===== src/rtl/fp32_iterative_divider.sv =====
// IEEE-754 single-precision divider: restoring mantissa division, one quotient bit per clock.
// Define FPDIV_SPECIAL_EN to add zero/inf/NaN handling, exponent saturation and div_by_zero.
module fp32_iterative_divider #(
  parameter int unsigned XLEN = 32
) (
  input  logic            clk,
  input  logic            rst,
  input  logic            start,
  input  logic [XLEN-1:0] A,
  input  logic [XLEN-1:0] B,
  output logic [XLEN-1:0] result,
  output logic            done,
  output logic            busy
`ifdef FPDIV_SPECIAL_EN
  ,
  output logic            div_by_zero
`endif
);

  typedef enum logic [1:0] {StIdle, StDiv, StNorm} state_e;

  state_e             state_q;
  logic               sign_q;
  logic signed [9:0]  exp_q;
  logic [24:0]        rem_q;
  logic [23:0]        dvs_q;
  logic [24:0]        quo_q;
  logic [4:0]         cnt_q;

  logic               sign_in;
  logic               quo_bit;
  logic [24:0]        rem_sub;
  logic [24:0]        rem_next;
  logic signed [9:0]  exp_norm;
  logic [22:0]        frac_norm;
  logic [31:0]        norm_val;

  assign sign_in = A[31] ^ B[31];

  // R < 2D always holds, so the shifted remainder never overflows 25 bits.
  assign quo_bit  = rem_q >= {1'b0, dvs_q};
  assign rem_sub  = rem_q - {1'b0, dvs_q};
  assign rem_next = quo_bit ? {rem_sub[23:0], 1'b0} : {rem_q[23:0], 1'b0};

  assign exp_norm  = quo_q[24] ? exp_q : exp_q - 10'sd1;
  assign frac_norm = quo_q[24] ? quo_q[23:1] : quo_q[22:0];

`ifdef FPDIV_SPECIAL_EN
  logic        a_zero, b_zero, a_inf, b_inf, a_nan, b_nan;
  logic        spec_hit, spec_dbz;
  logic [31:0] spec_val;
  logic        spec_q, spec_dbz_q;
  logic [31:0] spec_val_q;

  assign a_zero = A[30:23] == 8'h00;
  assign b_zero = B[30:23] == 8'h00;
  assign a_inf  = A[30:23] == 8'hFF && A[22:0] == 23'h0;
  assign b_inf  = B[30:23] == 8'hFF && B[22:0] == 23'h0;
  assign a_nan  = A[30:23] == 8'hFF && A[22:0] != 23'h0;
  assign b_nan  = B[30:23] == 8'hFF && B[22:0] != 23'h0;

  // inf/0 is an exact infinity, so only finite/0 raises div_by_zero.
  always_comb begin
    spec_hit = 1'b1;
    spec_dbz = 1'b0;
    spec_val = '0;
    if (a_nan || b_nan || (a_zero && b_zero) || (a_inf && b_inf)) begin
      spec_val = 32'h7FC0_0000;
    end else if (a_inf) begin
      spec_val = {sign_in, 8'hFF, 23'h0};
    end else if (b_zero) begin
      spec_val = {sign_in, 8'hFF, 23'h0};
      spec_dbz = 1'b1;
    end else if (a_zero || b_inf) begin
      spec_val = {sign_in, 31'h0};
    end else begin
      spec_hit = 1'b0;
    end
  end

  always_comb begin
    norm_val = {sign_q, exp_norm[7:0], frac_norm};
    if (spec_q) begin
      norm_val = spec_val_q;
    end else if (exp_norm > 10'sd254) begin
      norm_val = {sign_q, 8'hFF, 23'h0};
    end else if (exp_norm < 10'sd1) begin
      norm_val = {sign_q, 31'h0};
    end
  end
`else
  // Exponent wraps to 8 bits, mirroring the multiplier's plain formula.
  assign norm_val = {sign_q, exp_norm[7:0], frac_norm};
`endif

  always_ff @(posedge clk) begin
    if (rst) begin
      state_q <= StIdle;
      result  <= '0;
      done    <= 1'b0;
      busy    <= 1'b0;
      sign_q  <= 1'b0;
      exp_q   <= '0;
      rem_q   <= '0;
      dvs_q   <= '0;
      quo_q   <= '0;
      cnt_q   <= '0;
`ifdef FPDIV_SPECIAL_EN
      div_by_zero <= 1'b0;
      spec_q      <= 1'b0;
      spec_dbz_q  <= 1'b0;
      spec_val_q  <= '0;
`endif
    end else begin
      done <= 1'b0;
      unique case (state_q)
        StIdle: begin
          if (start) begin
            sign_q  <= sign_in;
            exp_q   <= $signed({2'b00, A[30:23]}) - $signed({2'b00, B[30:23]}) + 10'sd127;
            rem_q   <= {2'b01, A[22:0]};
            dvs_q   <= {1'b1, B[22:0]};
            quo_q   <= '0;
            cnt_q   <= 5'd24;
            busy    <= 1'b1;
            state_q <= StDiv;
`ifdef FPDIV_SPECIAL_EN
            spec_q     <= spec_hit;
            spec_dbz_q <= spec_dbz;
            spec_val_q <= spec_val;
`endif
          end
        end
        StDiv: begin
          rem_q <= rem_next;
          quo_q <= {quo_q[23:0], quo_bit};
          cnt_q <= cnt_q - 5'd1;
          if (cnt_q == 5'd0) state_q <= StNorm;
        end
        StNorm: begin
          result  <= norm_val;
          done    <= 1'b1;
          busy    <= 1'b0;
          state_q <= StIdle;
`ifdef FPDIV_SPECIAL_EN
          div_by_zero <= spec_dbz_q;
`endif
        end
        default: state_q <= StIdle;
      endcase
    end
  end

endmodule


===== config.mk =====
export PLATFORM = sky130hd
export DESIGN_NAME = fp32_iterative_divider
export DESIGN_NICKNAME = d
export VERILOG_FILES = /design/src/rtl/fp32_iterative_divider.sv
export SDC_FILE = /design/constraint.sdc
export NUM_CORES = 1
export LEC_CHECK = 0
export ABC_AREA = 1
export BUFFER_PORTS_ARGS = -buffer_cell sky130_fd_sc_hd__buf_4
export CAP_MARGIN = 25
export CELL_PAD_IN_SITES_DETAIL_PLACEMENT = 1
export CELL_PAD_IN_SITES_GLOBAL_PLACEMENT = 1
export CORE_UTILIZATION = 38
export DETAILED_ROUTE_END_ITERATION = 12
export GPL_ROUTABILITY_DRIVEN = 0
export MAX_ROUTING_LAYER = met4
export PLACE_DENSITY_LB_ADDON = 0.1
export REMOVE_ABC_BUFFERS = 1
export SKIP_CTS_REPAIR_TIMING = 1
export SYNTH_ARGS = -nofsm -noshare
export SYNTH_HDL_FRONTEND = slang
export SYNTH_SLANG_ARGS = --single-unit

===== constraint.sdc =====
create_clock -name clk -period 2 [get_ports clk]
set_input_delay 0.1 -clock clk [delete_from_list [all_inputs] [get_ports clk]]
set_output_delay 0.1 -clock clk [all_outputs]
set_load 0.05 [all_outputs]

---- Word-level counts from Yosys, hierarchy flattened ----
Index checks and enable logic that the tools add are counted.
operators by class
  $add $sub $neg .......................... 5
  $lt $le $gt $ge ......................... 1
  equality and inequality tests ........... 4
  muxes and demuxes ....................... 15
  bitwise operators ....................... 1
  reduce and logical (&&, ||, !) cells .... 8
operator list
  kind                                               number
  one-hot mux 25 bit (2 select lines)                2
  2-to-1 mux 25 bit                                  3
  greater-or-equal comparator 25 x 24 -> 1 bit       1
  subtractor 24 bit                                  1
  2-to-1 mux 23 bit                                  1
  one-hot mux 5 bit (2 select lines)                 1
  adder 8 bit (second input constant)                1
  2-to-1 mux 8 bit                                   1
  AND reduction 2 bit                                4
  subtractor 8 x 2 -> 8 bit (second input constant)  1
  subtractor 8 bit                                   1
  zero test 5 bit                                    1
  2-to-1 mux 5 bit                                   1
  subtractor 5 x 1 -> 5 bit (second input constant)  1
  2-to-1 mux 2 bit                                   2
  inequality test 2 bit (second input constant)      2
  one-hot mux 2 bit (2 select lines)                 1
  nonzero test 2 bit                                 2
  == test 2 x 1 -> 1 bit (second input constant)     1
  == test 2 bit (second input constant)              1
  zero test 2 bit                                    1
  2-to-1 mux 1 bit                                   2
  one-hot mux 1 bit (2 select lines)                 1
  XOR 1 bit                                          1
word-level totals
  register bits after elaboration ......... 124
  input bits .............................. 67
  output and inout bits ................... 34
  logic and storage cells ................. 44

---- Longest topological paths before layout ----
Gate-level depths: netlist (run 1).
  depth after elaboration ................. 3
  mapped depth ............................ 15
  mapped depth without buffers ............ 15

---- Worst setup path before layout (run 1) ----
OpenSTA, ideal clock, no wires.
  path kind ............................... register to register
  start ................................... register dvs_q[15]
  end ..................................... register rem_q[9]
  library setup time ...................... 109 ps
  data arrival time ....................... 1844 ps
  data required time ...................... 1891 ps
  slack ................................... 47 ps
  stages on the path, launching flop included .. 16
  path buffers ............................ 1
  period minus slack after synthesis ...... 1953 ps
  cells stage by stage .................... dfxtp_1 > inv_1 > ha_1 > nand2_1 > inv_1 > nand2_1 > nand2_1 > inv_1 > nand2_1 > a21oi_4 > nand3_4 > buf_6 > o21ai_0 > nand2_1 > nand2_1 > inv_1
on the way
  cells in the longest elaborated chain, start to end .. 3
RTL lines
  element                                       RTL line  text
  start, declared                               26        logic [23:0] dvs_q;
  start signal, assigned                        122       dvs_q <= {1'b1, B[22:0]};
  greater-or-equal comparator 25 x 24 -> 1 bit  41        assign quo_bit = rem_q >= {1'b0, dvs_q};
  2-to-1 mux 25 bit                             43        assign rem_next = quo_bit ? {rem_sub[23:0], 1'b0} : {rem_q[23:0], 1'b0};
  one-hot mux 25 bit (2 select lines)           116       unique case (state_q)
  end signal, assigned                          121       rem_q <= {2'b01, A[22:0]};
  end signal, assigned                          135       rem_q <= rem_next;
  end, declared                                 25        logic [24:0] rem_q;
No other way between the ends.
A chain may end at the register's enable or synchronous reset.

---- Final worst setup path (run 1) ----
  start ................................... register dvs_q[13]
  end ..................................... register rem_q[13]
Same word-level chain as after synthesis.

==> qor.yml, run 1 <==
status: "finished, violations left"
violations: "hold timing, setup timing"
layout_setup_ws_ps: -95.5
syn_to_final_growth_pct: 47.7
fp.dieArea_um2: 19300
htreeDepth: 4
slowest_stage: "dfxtp_1"
final-setup-viol-count: 25
fmax_ghz: 0.477
cts_num_sinks: 124
start_util: 0.392
tightest_slew_ps: 399
grt_util_met3: 0.0394
ant_nets: 0
post-route-min-period_ps: 2100
synth_top_area_share: 0.348
path_class: "reg2reg"
via_per_inst: 5.23
core_area_um2: 18200
port-buffer-count: 100
n_antenna_cell: 0
cp_cell_sequence: "inv_1 > ha_4 > nand2_2 > nor2_2 > nand2_2 > nor2_2 > nand3_2 > nand3_4 > clkinvlp_4 > nand2_2 > nand3_2 > nand2_2 > inv_2"
syn_inst: 1003
crit_fanout: 6
placed_area_um2: 8840
hold_path.class: "in2reg"
num-nets-final: 1326
drtIter0Drc: 290
synth.largest_area_cell: "dfxtp_1"
gr-usage-met2: 0.403
grt_overflow: 0
post-route-period-util: 1.05
start_kind: "register"
crit_top_cell: "nand2_2"
use_met1: 0.317
drtPass1Iterations: 7
die_x_um: 139
grt_antenna_before_repair: 0
drive_above_1_share: 0.372
busiest_layer: "met2"
critPathArrivalTime_ps: 2420
pre_cts_slack_ps: -201
slew_viol_final: 0
fin_util: 0.579
cts_made_buffers: 17
dr_total_vias: 7630
ys_types: 36
grt_util_all_layers: 0.246
path_clk_slew_ps: 60
grt_first_pass_wirelength_mm: 36.8
syn_area_um2: 7140
ios: 101
design_area_um2: 10500
synth_seq_cells: 124
routedWlPerCell_um: 17.4
cts-root-buf: "clkbuf_16"
max_stage_delay_ps: 310
routed_wirelength_mm: 25.4
required_ps: 2330
rows: 49
ys.warnings.count: 0
slew_headroom: 0.734
power.density_nw_per_um2: 1320
cts_tree: "built"
synth_area_leaders: "dfxtp_1 (35%), nand2_1 (10%), inv_1 (8.2%)"
holdWs_ps: -43.1
ir_drop_mv: 0.702
grt_max_degree: 51
max_cap_viol_count: 0
first_global_vias: 7343
place_hpwl_mm: 16.3
leakage_nw: 4.77
cts_buffer_depth: 2
crit_path_end_kind: "register"
clock_skew_ps: 7.13
syn_area_per_cell_um2: 7.12
drc: 0
rsz0062_at_grt: "true"
seq_area_frac_synth: 0.348
fp.dieH_um: 139
clock_latency_ps: 430
hold_viol: 8
## per-stage QoR
stage,instances,total power [mW],setup TNS (ps)
floorplan,959,6.09,-60690
global placement,1396,8.42,-1520
detailed placement,1396,8.55,-2260
CTS,1428,11.8,-2800
global route,1459,14.7,-3740
finish,1459,13.9,-1430
## registers in the layout, summed over array words and instances (netlist names)
name,count
dvs_q,24
done,1
sign_q,1
state_q,2
cnt_q,5
quo_q,25
busy,1
exp_q,8
rem_q,25
result,32
## worst paths after layout
check / startpoint / endpoint / slack [ps] / depth (start not counted)
worst min-delay path: B[5] / dvs_q[5] / -40 / 3
worst max-delay path: dvs_q[13] / rem_q[13] / -100 / 13
worst max register to register: dvs_q[13] / rem_q[13] / -100 / 13
worst min register to register: dvs_q[16] / dvs_q[16] / 470 / 2
## kinds of logic (layout without fill, tap and decap cells)
| family | after synthesis | after routing | share of synthesized area |
|---|---|---|---|
| AND/OR/NAND/NOR | 379 | 379 | 0.234 |
| buffers and inverters | 202 | 429 | 0.110 |
| adder cells (fa/ha/maj) | 42 | 42 | 0.0757 |
| flip-flops | 124 | 124 | 0.348 |
| multiplexers | 22 | 22 | 0.0308 |
| XOR/XNOR | 23 | 23 | 0.0282 |
| AO/OA/AOI/OAI | 211 | 211 | 0.174 |
## cells in the final DEF (no fill, tap or decap), types with 5 or more instances in the layout
cell,instances
clkbuf_16,19
o21a_1,6
nand3_2,18
nor2_4,8
nand3_4,5
o21ai_2,6
a21oi_1,55
xor2_1,16
o21ai_0,83
nand2_2,36
buf_4,219
nor2_1,33
dfxtp_2,26
nand3_1,63
o21ai_1,7
nand4_1,15
nor3_1,19
ha_4,23
a211oi_1,12
nand2_4,11
nand2_1,147
nor2_2,13
a21oi_2,10
inv_1,126
xnor2_1,6
mux2i_1,22
ha_1,17
a32o_1,22
inv_2,31
inv_6,6
dlygate4sd3_1,12
dfxtp_1,97
## power by group
group	total [mW]	internal (mW)	switching, mW
combinational	7.75	3.36	4.39
clock	3.16	1.78	1.38
sequential	2.99	2.76	0.226
total	13.9	7.90	6.00
## cells in the mapped netlist
cell type  count
a21oi_4        1
inv_1        156
buf_6          3
clkbuf_1      30
inv_2          2
o211ai_1       4
nand3b_1       4
o21bai_1       1
nand3_2        3
o22ai_1        3
nor3_2         1
o21ai_0       91
a21oi_1       66
a211oi_1      12
nand2_2        3
ha_1          40
or2_2          3
fa_1           2
mux2i_1       22
nor3_1        20
o21a_1         6
o21ai_1        5
xnor2_1        7
nor2_2         4
nor2_1        50
or2_1          1
nand2_1      191
xor2_1        16
nand3_1       82
nand3_4        1
buf_1          8
nand4_1       15
a32o_1        22
nor4_1         1
dfxtp_1      124
buf_2          3
## layout make-up
class / instances / area, um^2
fill: 2222 / 7660
multi-input combinational: 677 / 4630
sequential: 124 / 2520
timing repair buffer: 239 / 1920
inverter: 158 / 597
clock buffer: 17 / 425
tap: 229 / 287
clock inverter: 15 / 171
## metal layers
| layer | wire, um | part of all wire |
|---|---|---|
| met5 | 0 | 0 |
| met4 | 408 | 0.016 |
| met3 | 839 | 0.033 |
| met2 | 12500 | 0.49 |
| met1 | 11600 | 0.46 |
## worst max-delay path: cells and delay by family (launching register included)
family	cells	cell delay, ps
adders and majority gates	1	310
buffers and inverters	3	360
DFF	1	310
and+or+nand+nor	9	1000
Note: power is estimated with default switching activity, not from simulation.
==> run 2: changes to the inputs <==
--- a/config.mk
+++ b/config.mk
@@ -10,13 +10,13 @@
 export CAP_MARGIN = 25
 export CELL_PAD_IN_SITES_DETAIL_PLACEMENT = 1
 export CELL_PAD_IN_SITES_GLOBAL_PLACEMENT = 1
-export CORE_UTILIZATION = 38
+export CORE_MARGIN = 5
+export CORE_UTILIZATION = 42
 export DETAILED_ROUTE_END_ITERATION = 12
 export GPL_ROUTABILITY_DRIVEN = 0
 export MAX_ROUTING_LAYER = met4
 export PLACE_DENSITY_LB_ADDON = 0.1
 export REMOVE_ABC_BUFFERS = 1
-export SKIP_CTS_REPAIR_TIMING = 1
 export SYNTH_ARGS = -nofsm -noshare
 export SYNTH_HDL_FRONTEND = slang
 export SYNTH_SLANG_ARGS = --single-unit
==> constraint.sdc (replaced) <==
create_clock -name clk -period 2.1 [get_ports clk]
set_input_delay 0.105 -clock clk [delete_from_list [all_inputs] [get_ports clk]]
set_output_delay 0.105 -clock clk [all_outputs]
set_load 0.05 [all_outputs]
==> run 2 against run 1 <==
The run ends with setup timing left. Total power is 13% lower. Hold slack better by 74 ps. Register-to-register slack gained 60 ps. Wire length increased by 0.52%.
==> qor.yml, run 2 (synthesized netlist as in run 1, its figures left out) <==
status: "finished, violations left"
violations: "setup timing"
n_antenna_cell: 0  # unchanged
via_per_inst: 5.38  # +2.9%
start_kind: "register"
r2r_start: "dvs_q[2]"
dp_cells: 1333  # -4.5%
max_cap_viol_count: 0  # unchanged
layout_setup_ws_ps: -32.5  # +63.0 ps
placed_area_um2: 8420  # -4.7%
regMostFlops: "result"
grt_antenna_before_repair: 0  # unchanged
final_cell_mix: "buf_4 (164), nand2_1 (158), inv_1 (128)"
fin_tns_setup_ps: -49.8  # +1380 ps
grt_first_pass_wirelength_mm: 37.8  # +2.8%
rows: 47  # -4.1%
core_area_um2: 16600  # -8.6%
pre_cts_slack_ps: -90.5  # +110 ps
grt_max_degree: 80  # +57%
required_ps: 2430  # +100 ps
cts_buffer_depth: 2  # unchanged
fin_util: 0.602  # +0.0226
num-nets-final: 1282  # -3.3%
grt_overflow: 0  # unchanged
tightest_slew_ps: 397  # -2.12 ps
fmax_ghz: 0.469  # -1.7%
hold_viol: 0  # -8
cp_cell_sequence: "inv_2 > ha_4 > nand2_2 > nor4_4 > nand3_2 > nand3_4 > clkinvlp_4 > nand2_2 > nand3_2 > nand2_2 > inv_1"
largest_reg_flops: 32  # unchanged
fp.dieH_um: 140  # +0.94%
start_util: 0.429  # +0.0369
post-route-period-util: 1.02  # -0.0323
crit_top_cell: "nand2_2"
critPathArrivalTime_ps: 2460  # +40 ps
crit_path_end: "rem_q[4]"
cts_made_buffers: 17  # unchanged
hold_path.class: "in2reg"
r2r_end: "rem_q[4]"
path_clk_slew_ps: 60  # about the same
r2r_cells: 11  # -2
slew_viol_final: 0  # unchanged
max_stage_delay_ps: 340  # +30 ps
port-buffer-count: 100  # unchanged
final_common_cell: "buf_4"
reg.largest.list: "result: 32 flops, quo_q: 25 flops, rem_q: 25 flops"
routed_wirelength_mm: 25.5  # +0.52%
slew_headroom: 0.735  # +0.00141
holdWs_ps: 30.9  # +74.0 ps
die_x_um: 140  # +0.94%
post-route-min-period_ps: 2130  # +37.0 ps
ant_nets: 0  # unchanged
ios: 101  # unchanged
final-setup-viol-count: 4  # -84%
cts_tree: "built"
critical_path_cell_count: 11  # -2
grt_util_all_layers: 0.242  # -0.00385
cts-root-buf: "clkbuf_16"
design_area_um2: 10000  # -5.0%
clock_latency_ps: 440  # about the same
startpoint: "dvs_q[2]"
place_hpwl_mm: 16.0  # -2.4%
path_class: "reg2reg"
htreeDepth: 4  # unchanged
clock_skew_ps: 12.8  # +5.66 ps
critical-path-top-delay-family: "simple AND/OR/NAND/NOR gates"
crit_fanout: 6  # unchanged
drc: 0  # unchanged
power_mw: 12.1  # -13%
fp.dieArea_um2: 19700  # +1.9%
rrSetupSlack_ps: -30  # +60 ps
ir_drop_mv: 0.763  # +8.7%
drtPass1Iterations: 4  # -3
path_buf_inv: 3  # unchanged
drive_above_1_share: 0.298  # -0.0747
leakage_nw: 4.49  # -5.9%
crit_path_end_kind: "register"
first_global_vias: 7628  # +3.9%
rsz0062_at_grt: "true"
routedWlPerCell_um: 18.2  # +4.3%
dr_total_vias: 7568  # -0.81%
syn_to_final_growth_pct: 40.3
final_cells: 1406  # -3.6%
drtIter0Drc: 459  # +58%
cts_num_sinks: 124  # unchanged
slowest_stage: "dfxtp_1"
power.density_nw_per_um2: 1210  # -8.1%
## run 2: cell count changes in the layout (fill, tap and decap cells not counted), sizes merged
cell and change:
dlygate4sd3 +14, clkinv -1, clkbuf -1, clkinvlp -1, buf -57, inv +2
## run 2: layer usage
metal | global-route usage | up-vias | part of all wire
met5 | - | - | 0
met4 | 0.0694 | 0 | 0.019
met1 | 0.299 | 3667 | 0.45
met2 | 0.406 | 168 | 0.49
li1 | - | 3686 | -
met3 | 0.0412 | 47 | 0.043
## run 2: final cells by class
type / count / area [um^2]
fill: 2065 / 6630
clock inverter: 15 / 170
tap: 220 / 275
multi-input combinational: 677 / 4440
clock buffer: 17 / 425
sequential: 124 / 2510
timing repair buffer: 195 / 1600
inverter: 158 / 597
## run 2: worst min path at each step
stage	from	endpoint	slack, ps	depth (start not counted)
6_report	A[2]	rem_q[2]	30	3
5_1_grt	A[19]	rem_q[19]	40	3
4_1_cts	A[2]	rem_q[2]	20	3
3_5_place_dp	B[0]	dvs_q[0]	340	3
3_3_place_gp	B[0]	dvs_q[0]	330	3
2_1_floorplan	rst	rem_q[0]	170	1
## run 2: worst min-delay path, delay by kind of cell
family | cells | cell delay, ps
AOI/OAI and AO/OA | 2 | 240
buffers and inverters | 1 | 80
## run 2: report_power, final
group / switching, mW / internal (mW) / leakage [nW]
logic: 3.68 / 2.56 / 3.18
registers: 0.231 / 2.62 / 1.02
clock network: 1.33 / 1.70 / 0.288
total: 5.25 / 6.88 / 4.49
## run 2: timing repair
action | 4_1_cts | 5_1_grt
setup buffers | 1 | 13
endpoints found under the hold margin | 26 | 0
hold buffers | 26 | 0
gates cloned | 0 | 1
resized for setup | 40 | 119
pin swaps | 4 | 36
setup endpoints to repair | 22 | 25
